[config.mk]
export PLATFORM = sky130hd
export DESIGN_NAME = io_stall_seq
export DESIGN_NICKNAME = d
export VERILOG_FILES = /design/src/rtl/io_stall_seq.sv
export SDC_FILE = /design/constraint.sdc
export NUM_CORES = 1
export LEC_CHECK = 0
export BUFFER_PORTS_ARGS = -buffer_cell sky130_fd_sc_hd__buf_2
export CORE_AREA = 2 2 39 41
export DETAILED_ROUTE_END_ITERATION = 16
export DIE_AREA = 0 0 41 43
export GPL_TIMING_DRIVEN = 1
export PLACE_DENSITY = 0.65
export SLEW_MARGIN = 30
export SYNTH_ARGS = -nofsm -noshare
export SYNTH_HDL_FRONTEND = slang
export SYNTH_SLANG_ARGS = --single-unit
export TNS_END_PERCENT = 50
[constraint.sdc]
create_clock -name clock -period 5.5 [get_ports clock]
set_clock_uncertainty 0.15 [all_clocks]
set_input_delay 1.1 -clock clock [delete_from_list [all_inputs] [get_ports clock]]
set_output_delay 1.1 -clock clock [all_outputs]
set_load 0.01 [all_outputs]
[src/rtl/io_stall_seq.sv]
// rtl/io_stall_seq.sv - stall and I/O handshake sequencer for the processor control unit
//
// Ports:
//   clock        system clock, rising edge
//   reset_n      asynchronous active-low reset
//   stop         control unit stop request
//   in           control unit "in" instruction flag
//   out          control unit "out" instruction flag
//   confirma     raw confirm push-button, active-high, asynchronous to clock
//   sinal        one-cycle completion pulse back to the control unit
//   habilita_pc  PC write enable
//   captura_out  one-cycle strobe to latch the display register
//   esperando    high while waiting for the operator
//   parado       high after halt, sticky until reset
//   timeout      sticky auto-release flag (constant 0 unless IO_TIMEOUT_EN is defined)
//
// Optional build macro: IO_TIMEOUT_EN adds an auto-release timer in ESPERA_APERTO.

module io_stall_seq #(
  parameter int DEBOUNCE_CICLOS = 16,
  parameter int TIMEOUT_CICLOS  = 1000000
) (
  input  logic clock,
  input  logic reset_n,
  input  logic stop,
  input  logic in,
  input  logic out,
  input  logic confirma,
  output logic sinal,
  output logic habilita_pc,
  output logic captura_out,
  output logic esperando,
  output logic parado,
  output logic timeout
);

  if (DEBOUNCE_CICLOS < 2 || TIMEOUT_CICLOS < 2) begin : g_param_check
    $error("io_stall_seq: DEBOUNCE_CICLOS and TIMEOUT_CICLOS must be >= 2");
  end

  localparam int DW = $clog2(DEBOUNCE_CICLOS);
  localparam logic [DW-1:0] DEB_MAX = DW'(DEBOUNCE_CICLOS - 1);

  typedef enum logic [2:0] {
    OCIOSO,
    ESPERA_APERTO,
    DEB_APERTO,
    ESPERA_SOLTA,
    DEB_SOLTA,
    LIBERA,
    PARADO
  } estado_t;

  estado_t estado, prox_estado;

  logic sync1, conf_s;
  logic guarda;
  logic [DW-1:0] deb_cnt;
  logic deb_ativo, deb_casa, deb_fim;
  logic stop_ef;
  logic to_fim;

  // Two-flop synchronizer; only conf_s is used downstream.
  always_ff @(posedge clock or negedge reset_n) begin
    if (!reset_n) begin
      sync1  <= 1'b0;
      conf_s <= 1'b0;
    end else begin
      sync1  <= confirma;
      conf_s <= sync1;
    end
  end

  // DEB_APERTO waits for a stable 1, DEB_SOLTA for a stable 0.
  assign deb_ativo = (estado == DEB_APERTO) || (estado == DEB_SOLTA);
  assign deb_casa  = (conf_s == (estado == DEB_APERTO));
  assign deb_fim   = deb_ativo && deb_casa && (deb_cnt == DEB_MAX);

  always_ff @(posedge clock or negedge reset_n) begin
    if (!reset_n) begin
      deb_cnt <= '0;
    end else if (!deb_ativo || !deb_casa || deb_fim) begin
      deb_cnt <= '0;
    end else if (deb_cnt != DEB_MAX) begin
      deb_cnt <= deb_cnt + DW'(1);
    end
  end

  // The cycle after LIBERA the control unit may still show stop for the
  // instruction that just completed; masking it avoids re-entering the wait.
  always_ff @(posedge clock or negedge reset_n) begin
    if (!reset_n) begin
      guarda <= 1'b0;
    end else begin
      guarda <= (estado == LIBERA);
    end
  end

  assign stop_ef = stop & ~guarda;

`ifdef IO_TIMEOUT_EN
  localparam int TW = $clog2(TIMEOUT_CICLOS);
  localparam logic [TW-1:0] TO_MAX = TW'(TIMEOUT_CICLOS - 1);

  logic [TW-1:0] to_cnt;
  logic          timeout_q;

  assign to_fim = (estado == ESPERA_APERTO) && (to_cnt == TO_MAX);

  // Runs only while idling in ESPERA_APERTO; any exit (press or timeout) clears it.
  always_ff @(posedge clock or negedge reset_n) begin
    if (!reset_n) begin
      to_cnt <= '0;
    end else if (estado != ESPERA_APERTO) begin
      to_cnt <= '0;
    end else if (to_cnt != TO_MAX) begin
      to_cnt <= to_cnt + TW'(1);
    end
  end

  always_ff @(posedge clock or negedge reset_n) begin
    if (!reset_n) begin
      timeout_q <= 1'b0;
    end else if (to_fim) begin
      timeout_q <= 1'b1;
    end
  end

  assign timeout = timeout_q;
`else
  assign to_fim  = 1'b0;
  assign timeout = 1'b0;
`endif

  always_ff @(posedge clock or negedge reset_n) begin
    if (!reset_n) begin
      estado <= OCIOSO;
    end else begin
      estado <= prox_estado;
    end
  end

  always_comb begin
    prox_estado = estado;
    sinal       = 1'b0;
    habilita_pc = 1'b0;
    captura_out = 1'b0;
    esperando   = 1'b0;
    parado      = 1'b0;
    case (estado)
      OCIOSO: begin
        habilita_pc = ~stop_ef;
        if (stop_ef) begin
          if (in || out) begin
            prox_estado = ESPERA_APERTO;
            // in and out together behave as in: no display capture.
            captura_out = out & ~in;
          end else begin
            prox_estado = PARADO;
          end
        end
      end
      ESPERA_APERTO: begin
        esperando = 1'b1;
        if (to_fim) begin
          prox_estado = LIBERA;
        end else if (conf_s) begin
          prox_estado = DEB_APERTO;
        end
      end
      DEB_APERTO: begin
        esperando = 1'b1;
        if (!deb_casa) begin
          prox_estado = ESPERA_APERTO;
        end else if (deb_fim) begin
          prox_estado = ESPERA_SOLTA;
        end
      end
      ESPERA_SOLTA: begin
        esperando = 1'b1;
        if (!conf_s) begin
          prox_estado = DEB_SOLTA;
        end
      end
      DEB_SOLTA: begin
        esperando = 1'b1;
        if (!deb_casa) begin
          prox_estado = ESPERA_SOLTA;
        end else if (deb_fim) begin
          prox_estado = LIBERA;
        end
      end
      LIBERA: begin
        sinal       = 1'b1;
        habilita_pc = 1'b1;
        prox_estado = OCIOSO;
      end
      PARADO: begin
        parado = 1'b1;
      end
      default: begin
        prox_estado = OCIOSO;
      end
    endcase
  end

endmodule

After elaboration in Yosys (flattened, before gate mapping)
Index checks and enable logic that the tools add are counted.
{"block": "op_classes", "addsub": 1, "n_eq_ne": 14, "mux": 18, "bitwise": 6, "reduce_logical": 12}
{"op": "2-to-1 mux 3 bit", "n": 8}
{"op": "case mux 3 bit (6 select lines)", "n": 1}
{"op": "equality test 3 bit, second input constant", "n": 3}
{"op": "2-to-1 mux 4 bit", "n": 2}
{"op": "equality test 3 x 2 -> 1 bit, second input constant", "n": 2}
{"op": "2-to-1 mux 1 bit", "n": 6}
{"op": "!= test 2 bit, second input constant", "n": 3}
{"op": "!= test 3 bit, second input constant", "n": 2}
{"op": "AND reduction 6 bit", "n": 1}
{"op": "adder 4 x 1 -> 4 bit, second input constant", "n": 1}
{"op": "equality test 4 bit, second input constant", "n": 1}
{"op": "logical OR 1 bit", "n": 4}
{"op": "!= test 4 bit, second input constant", "n": 1}
{"op": "NOT 1 bit", "n": 4}
{"op": "OR reduction 4 bit", "n": 1}
{"op": "equality test 3 x 1 -> 1 bit, second input constant", "n": 1}
{"op": "logical NOT 3 bit", "n": 1}
{"op": "AND 1 bit", "n": 2}
{"op": "logical AND 1 bit", "n": 2}
{"op": "logical NOT 1 bit", "n": 2}
{"op": "case mux 1 bit (2 select lines)", "n": 1}
{"op": "nonzero test 2 bit", "n": 1}
{"op": "equality test 1 bit", "n": 1}
{"block": "totals", "ff_bits": 10, "input_bits": 6, "output_inout_bits": 6, "elab_cells": 56}

Logic depth before layout (Yosys ltp)
Gate-level depths: netlist of run 1.
{"block": "logic_depth", "depth_word": 7, "mapped_depth": 7, "mapped_depth_nobuf": 6}

Least setup slack after synthesis of run 1
OpenSTA, ideal clock, no wires.
{"block": "synth_timing", "path_kind": "input to output", "from": "input stop", "to": "output habilita_pc", "arrival_time_ns": 1.589, "required_ns": 4.250, "slack_ns": 2.661, "stages": 3, "cell_sequence": "nor2b_1 nand2b_1 a21oi_1"}
{"block": "synth_via", "elab_chain_len": 3}
{"item": "from (decl)", "line_no": "25", "source": "input logic stop,"}
{"item": "AND 1 bit", "line_no": "99", "source": "assign stop_ef = stop & ~guarda;"}
{"item": "NOT 1 bit", "line_no": "152", "source": "habilita_pc = ~stop_ef;"}
{"item": "case mux 1 bit (2 select lines)", "line_no": "150", "source": "case (estado)"}
{"item": "to (decl)", "line_no": "30", "source": "output logic habilita_pc,"}
Every way passes these cells.

Final worst setup path of run 1
Ends and elaborated chain as after synthesis.

==> results of run 1 <==
## layout by cell type, fill, tap and decap left out, types with 3 or more instances in the layout
| master | instances |
|---|---|
| buf_2 | 10 |
| nor2_1 | 11 |
| xnor2_1 | 3 |
| clkbuf_4 | 3 |
| nor4_1 | 3 |
| dfrtp_1 | 10 |
## metrics by stage
step           total power [uW]  cells  worst slack [ns]
2_1_floorplan             223.3     63             2.661
3_3_place_gp              253.2     85             2.522
3_5_place_dp              254.7     85             2.498
4_1_cts                   318.3     89             2.498
5_1_grt                   344.4     89             2.417
6_report                  313.2     89             2.501
## sequential cells by signal, indices dropped and copies added, names as in the netlist
| signal | count |
|---|---|
| conf_s | 1 |
| estado | 3 |
| sync1 | 1 |
| deb_cnt | 4 |
| guarda | 1 |
## final timing paths
kind | endpoint | slack (ns) | cells past startpoint
max in group asynchronous | deb_cnt[0] | 4.48 | 1
min in group asynchronous | deb_cnt[3] | 0.54 | 1
min reg2reg | conf_s | 0.20 | 0
min | conf_s | 0.20 | 0
max reg2reg | estado[1] | 3.30 | 6
max | habilita_pc | 2.50 | 5
## worst max-delay path, cell delays in order
cell and delay [ns]:
buf_2 0.09, nor2b_1 0.14, nand2b_1 0.14, a21oi_1 0.14, buf_2 0.14
## layer usage
layer  up-vias  track usage  routed length (um)
li1        237            -                   -
met1       204       0.1735                 439
met2         7       0.1781                 437
met3         0      0.03141                  30
met4         0      0.06000                   0
met5         -            0                   0
## logic make-up (layout without fill, tap and decap cells)
group           after synthesis  after routing
xor+xnor                      5              5
flops                        10             10
buf+inv                       7             17
simple gates                 29             29
fa+ha+maj                     2              2
compound gates                9              9
other cells                   1              1
## cell usage after synthesis, types with 2 or more instances
| cell type | n | area, um2 |
|---|---|---|
| xnor2_1 | 3 | 26.28 |
| inv_1 | 2 | 7.510 |
| ha_1 | 2 | 25.02 |
| nand3_1 | 2 | 10.01 |
| xor2_1 | 2 | 17.52 |
| nor4_1 | 3 | 18.77 |
| o21ai_0 | 2 | 10.01 |
| nand2b_1 | 2 | 12.51 |
| nor3_1 | 2 | 10.01 |
| dfrtp_1 | 10 | 250.2 |
| nor2_1 | 11 | 41.29 |
| nor2b_1 | 2 | 12.51 |
| clkbuf_1 | 2 | 7.510 |
## power by group through the flow
| stage | Clock (uW) | Combinational, uW | Sequential (uW) |
|---|---|---|---|
| finish | 62.3 | 128 | 123 |
| global route | 70.6 | 147 | 127 |
| CTS | 64.6 | 131 | 123 |
| detailed placement | 0 | 130 | 125 |
| global placement | 0 | 129 | 125 |
| floorplan | 0 | 123 | 101 |
## final cells by class
cell class	instances	area [um2]	area share
clock buffers	4	36.28	0.05513
multi-input cells	46	290.3	0.4411
flip-flops and latches	10	250.2	0.3802
inverters	3	11.26	0.01711
repair buffers	10	50.05	0.07605
well taps	16	20.02	0.03042
==> run_results.csv, run 1 <==
group,metric,value,unit
sta,finalHoldViolations,0,
cells_and_area,final_nets,82,
logic_synthesis,synth_nets,71,
power,p_clk_frac,0.199,
detailed_routing,drt.antenna.violating_nets,0,
cts,cts_resized,0,
critical_path,endpoint_kind,"output port",
logic_synthesis,yosys-mux-area-fraction,0,
critical_path,crit_fanout,3,
cts,clockRootBuffer,"clkbuf_4",
power,seqPwrFrac,0.391,
placed_design,hpwl,744.9,um
sta,setup_viol,0,
power,combinationalPowerShare,0.410,
sta,fin_crit,2.999,ns
critical_path,crit_start,"stop",
critical_path,crit_type,"in -> out",
global_route,antenna_found_initial,0,
logic_synthesis,synth-xor-area-share,0.07659,
logic_synthesis,yosysWarningCount,0,
cells_and_area,final_core_util,0.4756,
detailed_routing,drc,0,
cells_and_area,postLayoutCellArea,658.1,um2
sta,period_share,0.5453,
cells_and_area,drive_gt1_frac,0.2192,
sta,setup_tns,0,ns
cts,numCtsBuffers,3,
logic_synthesis,avgSynthCellArea,9.076,um2
logic_synthesis,ys_types,31,
detailed_routing,vias_per_cell,5.034,
logic_synthesis,dominantRegCellSynth,"dfrtp_1",
detailed_routing,firstDrtPassIters,4,
detailed_routing,wl,907,um
cts,cts_tree,"done",
global_route,grt_use_total,0.1256,
logic_synthesis,seq_area_frac_synth,0.4376,
logic_synthesis,synthCells,63,
logic_synthesis,synth_top_family_by_area,"simple AND/OR/NAND/NOR gates",
detailed_routing,wl_per_cell,10.19,um
cts,htreeDepth,1,
global_route,grt_pass1_vias,366,
power,power.switching,120.0,uW
die,core_area,0.001384,mm2
run,maxCapViolCount,0,
cts,cts_sinks,10,
cells_and_area,syn_to_final_growth,15.10,%
cts,clk_pin_slew,0.06,ns
placed_design,place_congestion,0.6596,
die,fp.dieH,43,um
cts,post_cts_buffers,0,
sta,fmax,0.3334,GHz
cts,insertion_delay,0.25,ns
sta,hold_slack,0.1985,ns
sta,rsz0062_at_grt,"false",
sta,slew_violations,0,
critical_path,timing.rr.start,"estado[1]",
critical_path,required,4.25,ns
placed_design,post_dp_cell_area,621.8,um2
die,die_x,41,um
cells_and_area,antennaDiodeCount,0,
logic_synthesis,synth_compound_area_frac,0.1116,
die,dieArea,0.001763,mm2
cts,clockBufferDepth,2,
power,cellLeakagePower,0.0003200,uW
worst_hold_path,min_path_type,"reg -> reg",
global_route,grt_max_degree,14,
die,initial_core_util,0.4132,
global_route,grt-ovfl-total,0,
power,ir_worst_vdd,205.5,uV
critical_path,cp-start-kind,"input pin",
logic_synthesis,synth_edf_count,0,
global_route,grt_pass1_wl,1497,um
placed_design,io_buffer_count,10,
logic_synthesis,synth-seq-cells,10,
logic_synthesis,async_reset_ff_frac,1.000,
detailed_routing,vias,448,
cells_and_area,fillers,142,
logic_synthesis,syn_area,571.8,um2
critical_path,arrival,1.75,ns
detailed_routing,initialDrtViolationCount,7,
die,rows,14,
worst_hold_path,hold_start,"sync1",
logic_synthesis,synth_fa_ha_area_frac,0.04376,
power,internal_power,193.2,uW
die,ios,12,
power,power_density,475.9,mW/mm2
power,swShare,0.3833,
cts,hold_buffers,0,
logic_synthesis,yosys.area_share.simple,0.2691,
status,status,"completed",
(Power assumes the default switching activity.)
==> run 2, diff against run 1 <==
==> constraint.sdc (replaced) <==
create_clock -name clock -period 3.1 [get_ports clock]
set_clock_uncertainty 0.15 [all_clocks]
set_input_delay 0.62 -clock clock [delete_from_list [all_inputs] [get_ports clock]]
set_output_delay 0.62 -clock clock [all_outputs]
set_load 0.01 [all_outputs]
==> run 2 against run 1 <==
  * Sequential share of layout area unchanged
  * Sequential power is 78% higher
  * Final area is the same
  * Register-to-register slack got worse by 2.4 ns
  * Critical endpoint is now estado[1]
==> run_results.csv, run 2 (synthesized netlist as in run 1, its figures left out) <==
group,metric,value,unit
status,status,"completed",
cells_and_area,largest_reg_flops,4,
cells_and_area,top_register,"deb_cnt",
cells_and_area,final_core_util,0.4756,
power,cellLeakagePower,0.0003200,uW
die,rows,14,
die,initial_core_util,0.4132,
global_route,grt_pass1_wl,1704,um
die,core_area,0.001384,mm2
cells_and_area,syn_to_final_growth,15.10,%
critical_path,crit_type,"reg -> reg",
cts,clockRootBuffer,"clkbuf_4",
run,maxCapViolCount,0,
placed_design,hpwl,753,um
sta,fin_crit,2.176,ns
global_route,grt_pass1_vias,392,
detailed_routing,wl_per_cell,11.26,um
sta,slew_violations,0,
placed_design,post_dp_cell_area,621.8,um2
cts,numCtsBuffers,3,
cells_and_area,layout_commonest_cell,"nor2_1",
sta,setup_tns,0,ns
cells_and_area,final_nets,82,
cts,cts_tree,"done",
cells_and_area,final_cell_mix,"11 x nor2_1, 10 x dfrtp_1, 10 x buf_2",
cells_and_area,antennaDiodeCount,0,
sta,fmax,0.4595,GHz
cells_and_area,reg_top3,"deb_cnt: 4 flops, estado: 3 flops",
global_route,grt_use_total,0.1475,
detailed_routing,initialDrtViolationCount,5,
die,fp.dieH,43,um
cts,hold_buffers,0,
critical_path,endpoint_kind,"flip-flop",
cts,insertion_delay,0.26,ns
placed_design,place_congestion,0.6752,
cts,cts_sinks,10,
die,dieArea,0.001763,mm2
sta,setup_viol,0,
cts,clockBufferDepth,2,
cts,cts_resized,0,
placed_design,placed_cells,85,
detailed_routing,drc,0,
global_route,antenna_found_initial,0,
critical_path,reg2reg_depth,6,
die,ios,12,
detailed_routing,firstDrtPassIters,4,
die,die_x,41,um
global_route,grt-ovfl-total,0,
power,power_density,851.6,mW/mm2
cells_and_area,postLayoutCellArea,658.1,um2
detailed_routing,drt.antenna.violating_nets,0,
cells_and_area,drive_gt1_frac,0.2192,
critical_path,crit_fanout,11,
global_route,grt_max_degree,14,
critical_path,arrival,2.18,ns
cts,htreeDepth,1,
detailed_routing,wl,1002,um
cts,post_cts_buffers,0,
detailed_routing,vias_per_cell,5.157,
worst_hold_path,min_path_type,"in -> async",
critical_path,cp-start-kind,"flip-flop",
critical_path,required,3.10,ns
sta,rsz0062_at_grt,"false",
cells_and_area,stdcell_count,89,
sta,period_share,0.7021,
cts,clk_pin_slew,0.06,ns
detailed_routing,vias,459,
sta,finalHoldViolations,0,
placed_design,io_buffer_count,10,
power,ir_worst_vdd,358.3,uV
run 2: cell counts in the layout (fill, tap and decap cells not counted):
No cell type changed its count.
run 2: where the power goes:
part | leakage, uW | switching, uW | internal, uW | total (uW)
combinational | 0.000168 | 117 | 112 | 229
sequential | 0.000131 | 59.5 | 159 | 219
clock | 0.0000210 | 41.8 | 71.2 | 113
run 2: worst max-delay path, stage by stage, from the launching register on:
cell	delay [ns]
dfrtp_1	0.56
inv_2	0.09
nor3_1	0.18
ha_1	0.30
nor4_1	0.44
nor3_1	0.15
a41o_1	0.20
run 2: metrics by stage:
stage          total power (uW)  setup slack, ns  hold WS [ns]
2_1_floorplan             396.2            1.049        0.1744
3_3_place_gp              450.1           0.9755        0.1829
3_5_place_dp              450.1           0.9356        0.1855
4_1_cts                   567.1           0.9197       0.04828
5_1_grt                   617.6           0.7616       0.06165
6_report                  560.5           0.9235       0.05891
run 2: layer usage:
metal | up-vias | wire length, um | share of wire | track usage
li1 | 237 | - | - | -
met2 | 11 | 482 | 0.48 | 0.2000
met1 | 209 | 468 | 0.47 | 0.2131
met4 | 0 | 4 | 0.0040 | 0.08000
met5 | - | 0 | 0 | 0
met3 | 2 | 47 | 0.047 | 0.03141
run 2: layout make-up:
| type | instances | area, um2 |
|---|---|---|
| Fill cell | 139 | 725.7 |
| Timing Repair Buffer | 10 | 50.05 |
| Multi-Input combinational cell | 46 | 290.3 |
| Clock buffer | 4 | 36.28 |
| Sequential cell | 10 | 250.2 |
| Tap cell | 16 | 20.02 |
| Inverter | 3 | 11.26 |
run 2: final timing paths:
| kind | from | endpoint | slack [ns] |
|---|---|---|---|
| max in group asynchronous | reset_n | deb_cnt[0] | 2.55 |
| min in group clock | sync1 | conf_s | 0.20 |
| min | reset_n | estado[1] | 0.06 |
| max reg2reg | estado[1] | estado[1] | 0.92 |
| max | estado[1] | estado[1] | 0.92 |
| min reg2reg | sync1 | conf_s | 0.20 |
